==> config.mk <==
export PLATFORM = sky130hd
export DESIGN_NAME = sdram_port_arbiter
export DESIGN_NICKNAME = d
export VERILOG_FILES = /design/src/rtl/sdram_arb_pkg.sv /design/src/rtl/sdram_arb_id_fifo.sv /design/src/rtl/sdram_port_arbiter.sv
export SDC_FILE = /design/constraint.sdc
export NUM_CORES = 1
export LEC_CHECK = 0
export CAP_MARGIN = 40
export CORE_MARGIN = 2
export CORE_UTILIZATION = 28
export DETAILED_ROUTE_END_ITERATION = 7
export GPL_ROUTABILITY_DRIVEN = 1
export PLACE_DENSITY = 0.78
export SYNTH_ARGS = -nofsm -noshare
export SYNTH_HDL_FRONTEND = slang
export SYNTH_SLANG_ARGS = --single-unit
==> constraint.sdc <==
create_clock -name clk -period 2.8 [get_ports clk]
set_input_delay 0.42 -clock clk [delete_from_list [all_inputs] [get_ports clk]]
set_output_delay 0.42 -clock clk [all_outputs]
set_load 0.01 [all_outputs]
==> src/rtl/sdram_arb_pkg.sv <==
`default_nettype none
// ============================================================================
//  Module      : sdram_arb_pkg
//  Description : Shared types for the two-master SDRAM port arbiter.
//  Revision    : 1.0  initial release
// ============================================================================
package sdram_arb_pkg;

    // Arbiter state: idle (free to pick) or busy (grant locked on a stall)
    typedef enum logic [0:0] {
        ST_IDLE = 1'b0,
        ST_BUSY = 1'b1
    } arb_state_t;

    // Identifies which master issued a command / owns a read beat
    typedef logic master_id_t;

    localparam master_id_t ID_M0 = 1'b0;
    localparam master_id_t ID_M1 = 1'b1;

    // Default depth of the outstanding-read tracker
    localparam int MAX_PEND_DEFAULT = 8;

endpackage
`default_nettype wire

==> src/rtl/sdram_arb_id_fifo.sv <==
`default_nettype none
// ============================================================================
//  Module      : sdram_arb_id_fifo
//  Description : 1-bit-wide master-ID FIFO recording the issuer of every
//                accepted read so returning beats can be steered back.
//  Revision    : 1.0  initial release
// ============================================================================
module sdram_arb_id_fifo
    import sdram_arb_pkg::*;
#(
    parameter int DEPTH = MAX_PEND_DEFAULT
) (
    input  logic                          clk,
    input  logic                          reset,
    input  logic                          push,
    input  master_id_t                    push_id,
    input  logic                          pop,
    output master_id_t                    head_id,
    output logic [$clog2(DEPTH):0]        count,
    output logic                          full,
    output logic                          empty
);

    localparam int PTR_W = $clog2(DEPTH);
    localparam int CNT_W = PTR_W + 1;

    master_id_t         r_mem [DEPTH];
    logic [PTR_W-1:0]   r_wr_ptr;
    logic [PTR_W-1:0]   r_rd_ptr;
    logic [CNT_W-1:0]   r_count;
    logic               w_push;
    logic               w_pop;

    // Overflow/underflow guards: ignore a push when full, a pop when empty
    assign full    = (r_count == CNT_W'(DEPTH));
    assign empty   = (r_count == '0);
    assign w_push  = push & ~full;
    assign w_pop   = pop & ~empty;
    assign head_id = r_mem[r_rd_ptr];
    assign count   = r_count;

    // Storage array; contents need no reset since the count gates reads
    always_ff @(posedge clk) begin
        if (w_push) begin
            r_mem[r_wr_ptr] <= push_id;
        end
    end

    // Pointers wrap naturally (DEPTH is a power of two); count tracks occupancy
    always_ff @(posedge clk) begin
        if (reset) begin
            r_wr_ptr <= '0;
            r_rd_ptr <= '0;
            r_count  <= '0;
        end else begin
            if (w_push) begin
                r_wr_ptr <= r_wr_ptr + 1'b1;
            end
            if (w_pop) begin
                r_rd_ptr <= r_rd_ptr + 1'b1;
            end
            r_count <= r_count + CNT_W'(w_push) - CNT_W'(w_pop);
        end
    end

endmodule
`default_nettype wire

==> src/rtl/sdram_port_arbiter.sv <==
`default_nettype none
// ============================================================================
//  Module      : sdram_port_arbiter
//  Description : Round-robin Avalon-MM arbiter sharing one SDRAM controller
//                slave between two masters, with pipelined-read steering.
//  Revision    : 1.0  initial release
// ============================================================================
module sdram_port_arbiter
    import sdram_arb_pkg::*;
#(
    parameter int ADDR_W   = 24,
    parameter int DATA_W   = 16,
    parameter int MAX_PEND = MAX_PEND_DEFAULT
) (
    input  logic                  clk,
    input  logic                  reset,
    input  logic [ADDR_W-1:0]     m0_address,
    input  logic                  m0_read,
    input  logic                  m0_write,
    input  logic [DATA_W-1:0]     m0_writedata,
    input  logic [DATA_W/8-1:0]   m0_byteenable,
    output logic                  m0_waitrequest,
    output logic [DATA_W-1:0]     m0_readdata,
    output logic                  m0_readdatavalid,
    input  logic [ADDR_W-1:0]     m1_address,
    input  logic                  m1_read,
    input  logic                  m1_write,
    input  logic [DATA_W-1:0]     m1_writedata,
    input  logic [DATA_W/8-1:0]   m1_byteenable,
    output logic                  m1_waitrequest,
    output logic [DATA_W-1:0]     m1_readdata,
    output logic                  m1_readdatavalid,
    output logic [ADDR_W-1:0]     s_address,
    output logic                  s_read,
    output logic                  s_write,
    output logic [DATA_W-1:0]     s_writedata,
    output logic [DATA_W/8-1:0]   s_byteenable,
    input  logic                  s_waitrequest,
    input  logic [DATA_W-1:0]     s_readdata,
    input  logic                  s_readdatavalid
);

    localparam int CNT_W = $clog2(MAX_PEND) + 1;

    arb_state_t         r_state;
    master_id_t         r_grant;
    master_id_t         r_prefer;
    master_id_t         w_sel;
    logic               w_active;
    logic               w_req0, w_req1;
    logic               w_elig0, w_elig1;
    logic               w_sel_read, w_sel_write;
    logic               w_accept;
    logic               w_full, w_empty;
    master_id_t         w_head_id;
    logic [CNT_W-1:0]   w_count;
    logic               w_beat;

    // A read-only request (write wins when both are set) is blocked while the
    // tracker is full; the full flag comes from the registered count.
    assign w_req0  = m0_read | m0_write;
    assign w_req1  = m1_read | m1_write;
    assign w_elig0 = w_req0 & ~(m0_read & ~m0_write & w_full);
    assign w_elig1 = w_req1 & ~(m1_read & ~m1_write & w_full);

    // Grant selection: locked master while busy, otherwise round-robin
    always_comb begin
        w_sel    = r_prefer;
        w_active = 1'b0;
        if (r_state == ST_BUSY) begin
            w_sel    = r_grant;
            w_active = (r_grant == ID_M1) ? w_req1 : w_req0;
        end else if (w_elig0 && w_elig1) begin
            w_sel    = r_prefer;
            w_active = 1'b1;
        end else if (w_elig0) begin
            w_sel    = ID_M0;
            w_active = 1'b1;
        end else if (w_elig1) begin
            w_sel    = ID_M1;
            w_active = 1'b1;
        end
    end

    // Zero-latency command mux towards the slave
    assign w_sel_read   = (w_sel == ID_M1) ? m1_read  : m0_read;
    assign w_sel_write  = (w_sel == ID_M1) ? m1_write : m0_write;
    assign s_address    = (w_sel == ID_M1) ? m1_address    : m0_address;
    assign s_writedata  = (w_sel == ID_M1) ? m1_writedata  : m0_writedata;
    assign s_byteenable = (w_sel == ID_M1) ? m1_byteenable : m0_byteenable;
    assign s_write      = ~reset & w_active & w_sel_write;
    assign s_read       = ~reset & w_active & w_sel_read & ~w_sel_write;
    assign w_accept     = (s_read | s_write) & ~s_waitrequest;

    assign m0_waitrequest = reset | ~(w_active & (w_sel == ID_M0)) | s_waitrequest;
    assign m1_waitrequest = reset | ~(w_active & (w_sel == ID_M1)) | s_waitrequest;

    // Read return steering: the FIFO head names the owner of each beat
    assign w_beat           = ~reset & s_readdatavalid & ~w_empty;
    assign m0_readdatavalid = w_beat & (w_head_id == ID_M0);
    assign m1_readdatavalid = w_beat & (w_head_id == ID_M1);
    assign m0_readdata      = s_readdata;
    assign m1_readdata      = s_readdata;

    sdram_arb_id_fifo #(
        .DEPTH   (MAX_PEND)
    ) u_id_fifo (
        .clk     (clk),
        .reset   (reset),
        .push    (w_accept & s_read),
        .push_id (w_sel),
        .pop     (w_beat),
        .head_id (w_head_id),
        .count   (w_count),
        .full    (w_full),
        .empty   (w_empty)
    );

    // Grant FSM: lock on a stalled command, flip the RR pointer on acceptance
    always_ff @(posedge clk) begin
        if (reset) begin
            r_state  <= ST_IDLE;
            r_grant  <= ID_M0;
            r_prefer <= ID_M0;
        end else begin
            case (r_state)
                ST_IDLE: begin
                    if (s_read | s_write) begin
                        if (s_waitrequest) begin
                            r_state <= ST_BUSY;
                            r_grant <= w_sel;
                        end else begin
                            r_prefer <= ~w_sel;
                        end
                    end
                end
                ST_BUSY: begin
                    if (w_accept) begin
                        r_state  <= ST_IDLE;
                        r_prefer <= ~r_grant;
                    end else if (!(s_read | s_write)) begin
                        r_state <= ST_IDLE;
                    end
                end
                default: r_state <= ST_IDLE;
            endcase
        end
    end

`ifndef SYNTHESIS
    // Protocol checks on the master and slave sides
    always_ff @(posedge clk) begin
        if (!reset) begin
            assert (!(m0_read && m0_write)) else $error("m0 issued read and write together");
            assert (!(m1_read && m1_write)) else $error("m1 issued read and write together");
            assert (!(s_readdatavalid && w_empty)) else $error("readdatavalid with no read outstanding");
            assert (w_count <= CNT_W'(MAX_PEND)) else $error("pending-read count out of range");
        end
    end
`endif

endmodule
`default_nettype wire

# Word-level counts from Yosys, hierarchy flattened
# Memories as Yosys holds them, arrays and structs flattened. A register that Yosys moved wholly into a read port is not among the register bits.
# Index checks and enable logic that the tools add are counted.
# totals
output_inout_bits,80
wordCells,88
regBits,13
n_memories,1
in_bits,108
ramBits,8
# op_classes
addsub,4
n_reduce_logical,4
n_eq_ne,4
n_bitwise,42
mux,27
# mem_list
name,depth,width,rd,rd_ports_with_merged_regs,wr,line,source
u_id_fifo.r_mem,8,1,1,1,1,sdram_arb_id_fifo.sv:27,master_id_t r_mem [DEPTH];
# ops
op,n
$mux W24,1
$and A1 B1 Y1,20
$mux W1,20
$mux W16,1
$not A1 Y1,15
$or A1 B1 Y1,7
$add A3 B1 Y3 const B,2
$mux W3,2
$reduce_and A3 Y1,2
$add A4 B1 Y4,1
$eq A4 B4 Y1 const B,1
$logic_not A4 Y1,1
$ne A2 B2 Y1 const B,2
$pmux W1 S2,2
$sub A4 B1 Y4,1
$mux W2,1
$ne A2 B1 Y1 const B,1
$logic_and A1 B1 Y1,1

# Longest topological paths before layout
# depth
word_depth,18
depth_mapped,14
depth_no_buf,13

# Modules after synthesis
# Synthesis repeated with hierarchy kept, for this count alone.
# unflattened
cells_unflattened,218
hier_area_um2,2302.2
# by_module_without_submodules
mod,seq_area_each_um2,area_per_inst_um2,instances,cells_per_inst
sdram_port_arbiter,60.1,1263.7,1,126
sdram_arb_id_fifo,500.5,1038.5,1,92

# Least setup slack after synthesis
# Ideal clock, no wire load.
# synth_path
kind,register to register
start,reg u_id_fifo.r_count[2] (netlist: u_id_fifo.count[2])
end,reg u_id_fifo.r_count[1] (netlist: u_id_fifo.count[1])
path_stages_with_launch,14
slack_ps,-91
setup_time_ps,67
synth_period_minus_slack_ps,2891
n_path_buf,1
required_ps,2733
arrival_time_ps,2825
cell_sequence,dfxtp_1 inv_1 ha_1 or3b_4 a21o_1 maj3_2 o2111a_1 o211ai_2 buf_6 inv_1 ha_1 inv_1 fa_1 nor2_1
# synth_between
elab_chain_cells,17
elab_cells_between_ends,34
classes_between,2 x add/sub; 1 x eq/ne; 10 x mux; 19 x bitwise; 2 x reduce/logical
# synth_lines
item,line,source
from (decl),sdram_arb_id_fifo.sv:30,logic [CNT_W-1:0] r_count;
from (signal assigned),sdram_arb_id_fifo.sv:62,r_count <= r_count + CNT_W'(w_push) - CNT_W'(w_pop);
$eq A4 B4 Y1 *,sdram_arb_id_fifo.sv:35,assign full = (r_count == CNT_W'(DEPTH));
$and A1 B1 Y1,sdram_port_arbiter.sv:64,assign w_elig1 = w_req1 & ~(m1_read & ~m1_write & w_full);
$not A1 Y1,sdram_port_arbiter.sv:64,
$and A1 B1 Y1,sdram_port_arbiter.sv:64,
$mux W1,sdram_port_arbiter.sv:79,end else if (w_elig1) begin
$mux W1,sdram_port_arbiter.sv:76,end else if (w_elig0) begin
$mux W1,sdram_port_arbiter.sv:73,end else if (w_elig0 && w_elig1) begin
$mux W1,sdram_port_arbiter.sv:70,if (r_state == ST_BUSY) begin
[... 2 more ...],--,
$and A1 B1 Y1,sdram_port_arbiter.sv:92,assign s_read = ~reset & w_active & w_sel_read & ~w_sel_write;
$or A1 B1 Y1,sdram_port_arbiter.sv:93,assign w_accept = (s_read | s_write) & ~s_waitrequest;
$and A1 B1 Y1,sdram_port_arbiter.sv:93,
$and A1 B1 Y1,sdram_port_arbiter.sv:110,".push (w_accept & s_read),"
$and A1 B1 Y1 *,sdram_arb_id_fifo.sv:37,assign w_push = push & ~full;
net u_id_fifo.w_push,sdram_arb_id_fifo.sv:31,logic w_push;
$add A4 B1 Y4 *,sdram_arb_id_fifo.sv:62,
$sub A4 B1 Y4 *,sdram_arb_id_fifo.sv:62,
# Mark *: on every way through the listed nets, which the timed path passes. The rest lies on a longest branch.
# A chain may end at the register's enable or synchronous reset.

# Final worst setup path
# layout_path
start,reg u_id_fifo.r_count[2] (netlist: u_id_fifo.count[2])
end,out s_address[16]
# layout_between
elab_chain_cells,9
elab_cells_between_ends,13
classes_between,1 x eq/ne; 5 x mux; 6 x bitwise; 1 x reduce/logical
# layout_lines
item,line,source
$eq A4 B4 Y1 *,sdram_arb_id_fifo.sv:35,
$and A1 B1 Y1,sdram_port_arbiter.sv:64,
$not A1 Y1,sdram_port_arbiter.sv:64,
$and A1 B1 Y1,sdram_port_arbiter.sv:64,
$mux W1,sdram_port_arbiter.sv:79,
$mux W1,sdram_port_arbiter.sv:76,
$mux W1 *,sdram_port_arbiter.sv:73,
$mux W1 *,sdram_port_arbiter.sv:70,
$mux W24 *,sdram_port_arbiter.sv:88,assign s_address = (w_sel == ID_M1) ? m1_address : m0_address;
to (decl),sdram_port_arbiter.sv:33,"output logic [ADDR_W-1:0] s_address,"
# Mark *: on every way between the ends. The rest lies on a longest branch, timed or not.

==> insert_results.sql <==
INSERT INTO impl_metrics (metric_group, metric, value, unit) VALUES
('run_status', 'outcome', 'finished, violations left', ''),
('run_status', 'failed_checks', 'setup timing', ''),
('hold_path', 'holdCritStartpoint', 'u_id_fifo.r_rd_ptr[1]', ''),
('route', 'drt_pass_1_iters', '4', ''),
('layout', 'fin_util', '55.8', '%'),
('clock_network', 'clock_pin_slew_reported_for_the_worst_setup_and_hold_paths_after_clock_tree_synthesis', '0.08', 'ns'),
('yosys', 'postSynthNetCount', '317', ''),
('yosys', 'post_synth_num_cell_types', '41', ''),
('yosys', 'synth-edff-count', '8', ''),
('setup_path', 'r2r.worst_path.cells', '14', ''),
('power', 'ir_drop', '0.472', 'mV'),
('route', 'drt_iter0_drc', '36', ''),
('floorplanning', 'fp-row-count', '30', ''),
('yosys', 'post-synth-top-count-cell', 'sky130_fd_sc_hd__mux2_2', ''),
('yosys', 'synth.cells.most_frequent', 'sky130_fd_sc_hd__mux2_2 (41), sky130_fd_sc_hd__buf_4 (32), sky130_fd_sc_hd__dfxtp_1 (16)', ''),
('clock_network', 'cts-root-to-sink-buffers', '2', ''),
('sta', 'timing_worst_slew_pin_value', '0.443', 'ns'),
('setup_path', 'r2r_endpoint', 'u_id_fifo.count[1]', ''),
('power', 'p_comb_share', '64.1', '%'),
('placed_design', 'place.port_buffers', '139', ''),
('setup_path', 'worst-setup-path-type', 'reg2out', ''),
('route', 'detail_routed_via_count_per_cell', '4.61', ''),
('sta', 'grt_setup_unrepaired', 'true', ''),
('layout', 'non_filler_cell_area_final', '0.00383', 'mm^2'),
('sta', 'finalHoldViolations', '0', ''),
('power', 'power.sequential.fraction', '24.7', '%'),
('global_route', 'grt_overflow_total', '0', ''),
('route', 'drt-wirelength-per-cell', '16.6', 'um'),
('global_route', 'antenna_violations_before_repair', '1', ''),
('yosys', 'synth_warnings', '0', ''),
('hold_path', 'timing.hold.worst_endpoint', 'u_id_fifo.r_rd_ptr[1]', ''),
('clock_network', 'ctsRootBufferMaster', 'sky130_fd_sc_hd__clkbuf_8', ''),
('setup_path', 'cp-end-kind', 'output port', ''),
('power', 'power.density_cell_area', '476', 'mW/mm^2'),
('setup_path', 'reg2reg_setup_slack', '-0.19', 'ns'),
('sta', 'clock_skew', '0.00839', 'ns'),
('sta', 'final-setup-viol-count', '48', ''),
('floorplanning', 'die_width', '88.6', 'um'),
('setup_path', 'critical_path.reg2reg.startpoint', 'u_id_fifo.count[2]', ''),
('sta', 'fmax', '330', 'MHz'),
('floorplanning', 'placeableCoreArea', '0.00687', 'mm^2'),
('floorplanning', 'die_height', '88.6', 'um'),
('placed_design', 'place_area', '0.00335', 'mm^2'),
('job', 'maxCapViolCount', '0', ''),
('yosys', 'synthCells', '200', ''),
('setup_path', 'cp-start-kind', 'flop', ''),
('yosys', 'synth_top_flop_cell', 'sky130_fd_sc_hd__dfxtp_1', ''),
('floorplanning', 'initial_core_util', '29.2', '%'),
('power', 'cellInternalPower', '1.24', 'mW'),
('setup_path', 'worstPathRequired', '2.38', 'ns'),
('yosys', 'netlist_area_pre_place', '0.00200', 'mm^2'),
('hold_path', 'hold-path-cell-count', '2', ''),
('global_route', 'vias_in_the_first_global_route', '2069', ''),
('setup_path', 'critical_path.max_stage_delay', '0.38', 'ns'),
('route', 'detailroute.via_count', '1970', ''),
('global_route', 'track_usage', '17.6', '%'),
('setup_path', 'cp_common_cell', 'sky130_fd_sc_hd__buf_6', ''),
('clock_network', 'cts_tree', 'done', ''),
('power', 'swShare', '32.2', '%'),
('clock_network', 'clock_sinks', '24', ''),
('floorplanning', 'design.die.area', '0.00785', 'mm^2'),
('sta', 'layout_setup_ws', '-0.231', 'ns'),
('placed_design', 'detailed_place_hpwl', '5370', 'um'),
('yosys', 'post_synth.cell_area_avg', '10.0', 'um^2'),
('layout', 'final.fill_count', '572', ''),
('clock_network', 'holdBufCountCts', '0', ''),
('sta', 'final.period_utilization', '108', '%'),
('power', 'p_leak', '1.68', 'nW'),
('floorplanning', 'num_io_pins', '188', ''),
('layout', 'syn_to_final_growth', '91.3', '%'),
('route', 'drt_wl_total', '7110', 'um');
==> metrics by stage <==
step	TNS, ns	setup WS, ns	cells	power (mW)	hold WS (ns)
floorplan	0	0.00626	200	0.983	0.454
global placement	-11.27	-0.274	411	1.36	0.482
detailed placement	-13.44	-0.336	411	1.38	0.492
CTS	-11.98	-0.281	426	1.79	0.503
global route	-12.89	-0.313	427	1.94	0.532
finish	-8.77	-0.231	427	1.83	0.505
==> timing repair <==
action	4_1_cts	5_1_grt
endpoints found under the setup margin	49	55
pin swaps	5	6
resized for setup	264	33
cloned	4	0
setup buffers	7	3
==> power groups by stage <==
| stage | Combinational, mW | Clock, mW | Sequential [mW] |
|---|---|---|---|
| 3_3_place_gp | 0.908 | 0 | 0.450 |
| 3_5_place_dp | 0.933 | 0 | 0.452 |
| 6_report | 1.17 | 0.206 | 0.450 |
| 4_1_cts | 1.14 | 0.208 | 0.444 |
| 5_1_grt | 1.26 | 0.224 | 0.456 |
| 2_1_floorplan | 0.537 | 0 | 0.446 |
==> kinds of logic (layout without fill, tap and decap cells) <==
family	Yosys count	after routing	synth area share, %
buffers and inverters	55	186	18.2
DFF	24	24	28.0
xor gates and xnor gates	4	4	1.75
muxes	48	48	27.9
adders and majority gates	10	10	6.55
AOI/OAI and AO/OA	19	19	7.49
and+or+nand+nor	40	40	10.2
==> cell type report <==
cell class	instances	area, um^2	share of cell area, %
Clock buffer	4	45.0	1.17
Inverter	15	56.3	1.47
Multi-Input combinational cell	121	1310	34.2
Sequential cell	24	563	14.7
Tap cell	96	120	3.13
Timing Repair Buffer	167	1740	45.3
==> cells in the final DEF (no fill, tap or decap), drive strengths merged <==
master,count
clkdlybuf4s50,93
buf,74
mux2,43
dfxtp,16
inv,15
nor2,12
edfxtp,8
nand2,8
ha,8
a21oi,7
nor4,5
clkbuf,4
nor3,3
nand3,3
mux2i,3
a21o,2
mux4,2
nor2b,2
xor2,2
xnor2,2
o21ai,2
nor4b,2
or3b,1
maj3,1
nand2b,1
o2111a,1
nand3b,1
a211o,1
o221ai,1
o211ai,1
o21ba,1
and2,1
o21a,1
o31ai,1
and3,1
o2111ai,1
fa,1
==> worst max-delay path, delay by kind of cell (launching register included) <==
kind	cells	cell delay [ns]
compound gates	2	0.32
mux	1	0.31
simple gates	1	0.38
flops	1	0.32
buf+inv	5	0.57
fa+ha+maj	2	0.45
==> routing by layer <==
metal | global-route usage (%) | vias to the layer above | wire length (um)
li1 | - | 935 | -
met3 | 3.92 | 9 | 486
met2 | 34.3 | 85 | 3750
met1 | 19.6 | 939 | 2790
met5 | 0 | - | 13
met4 | 2.89 | 2 | 62
==> how the worst max path moves through the flow <==
stage / start / to / depth (start not counted)
2_1_floorplan: u_id_fifo.count[2] / u_id_fifo.count[1] / 13
3_3_place_gp: m1_read / s_address[9] / 7
3_5_place_dp: m1_read / s_address[0] / 7
4_1_cts: u_id_fifo.count[2] / s_address[16] / 11
5_1_grt: u_id_fifo.count[2] / s_address[14] / 11
6_report: u_id_fifo.count[2] / s_address[16] / 11
(Power assumes the default switching activity.)
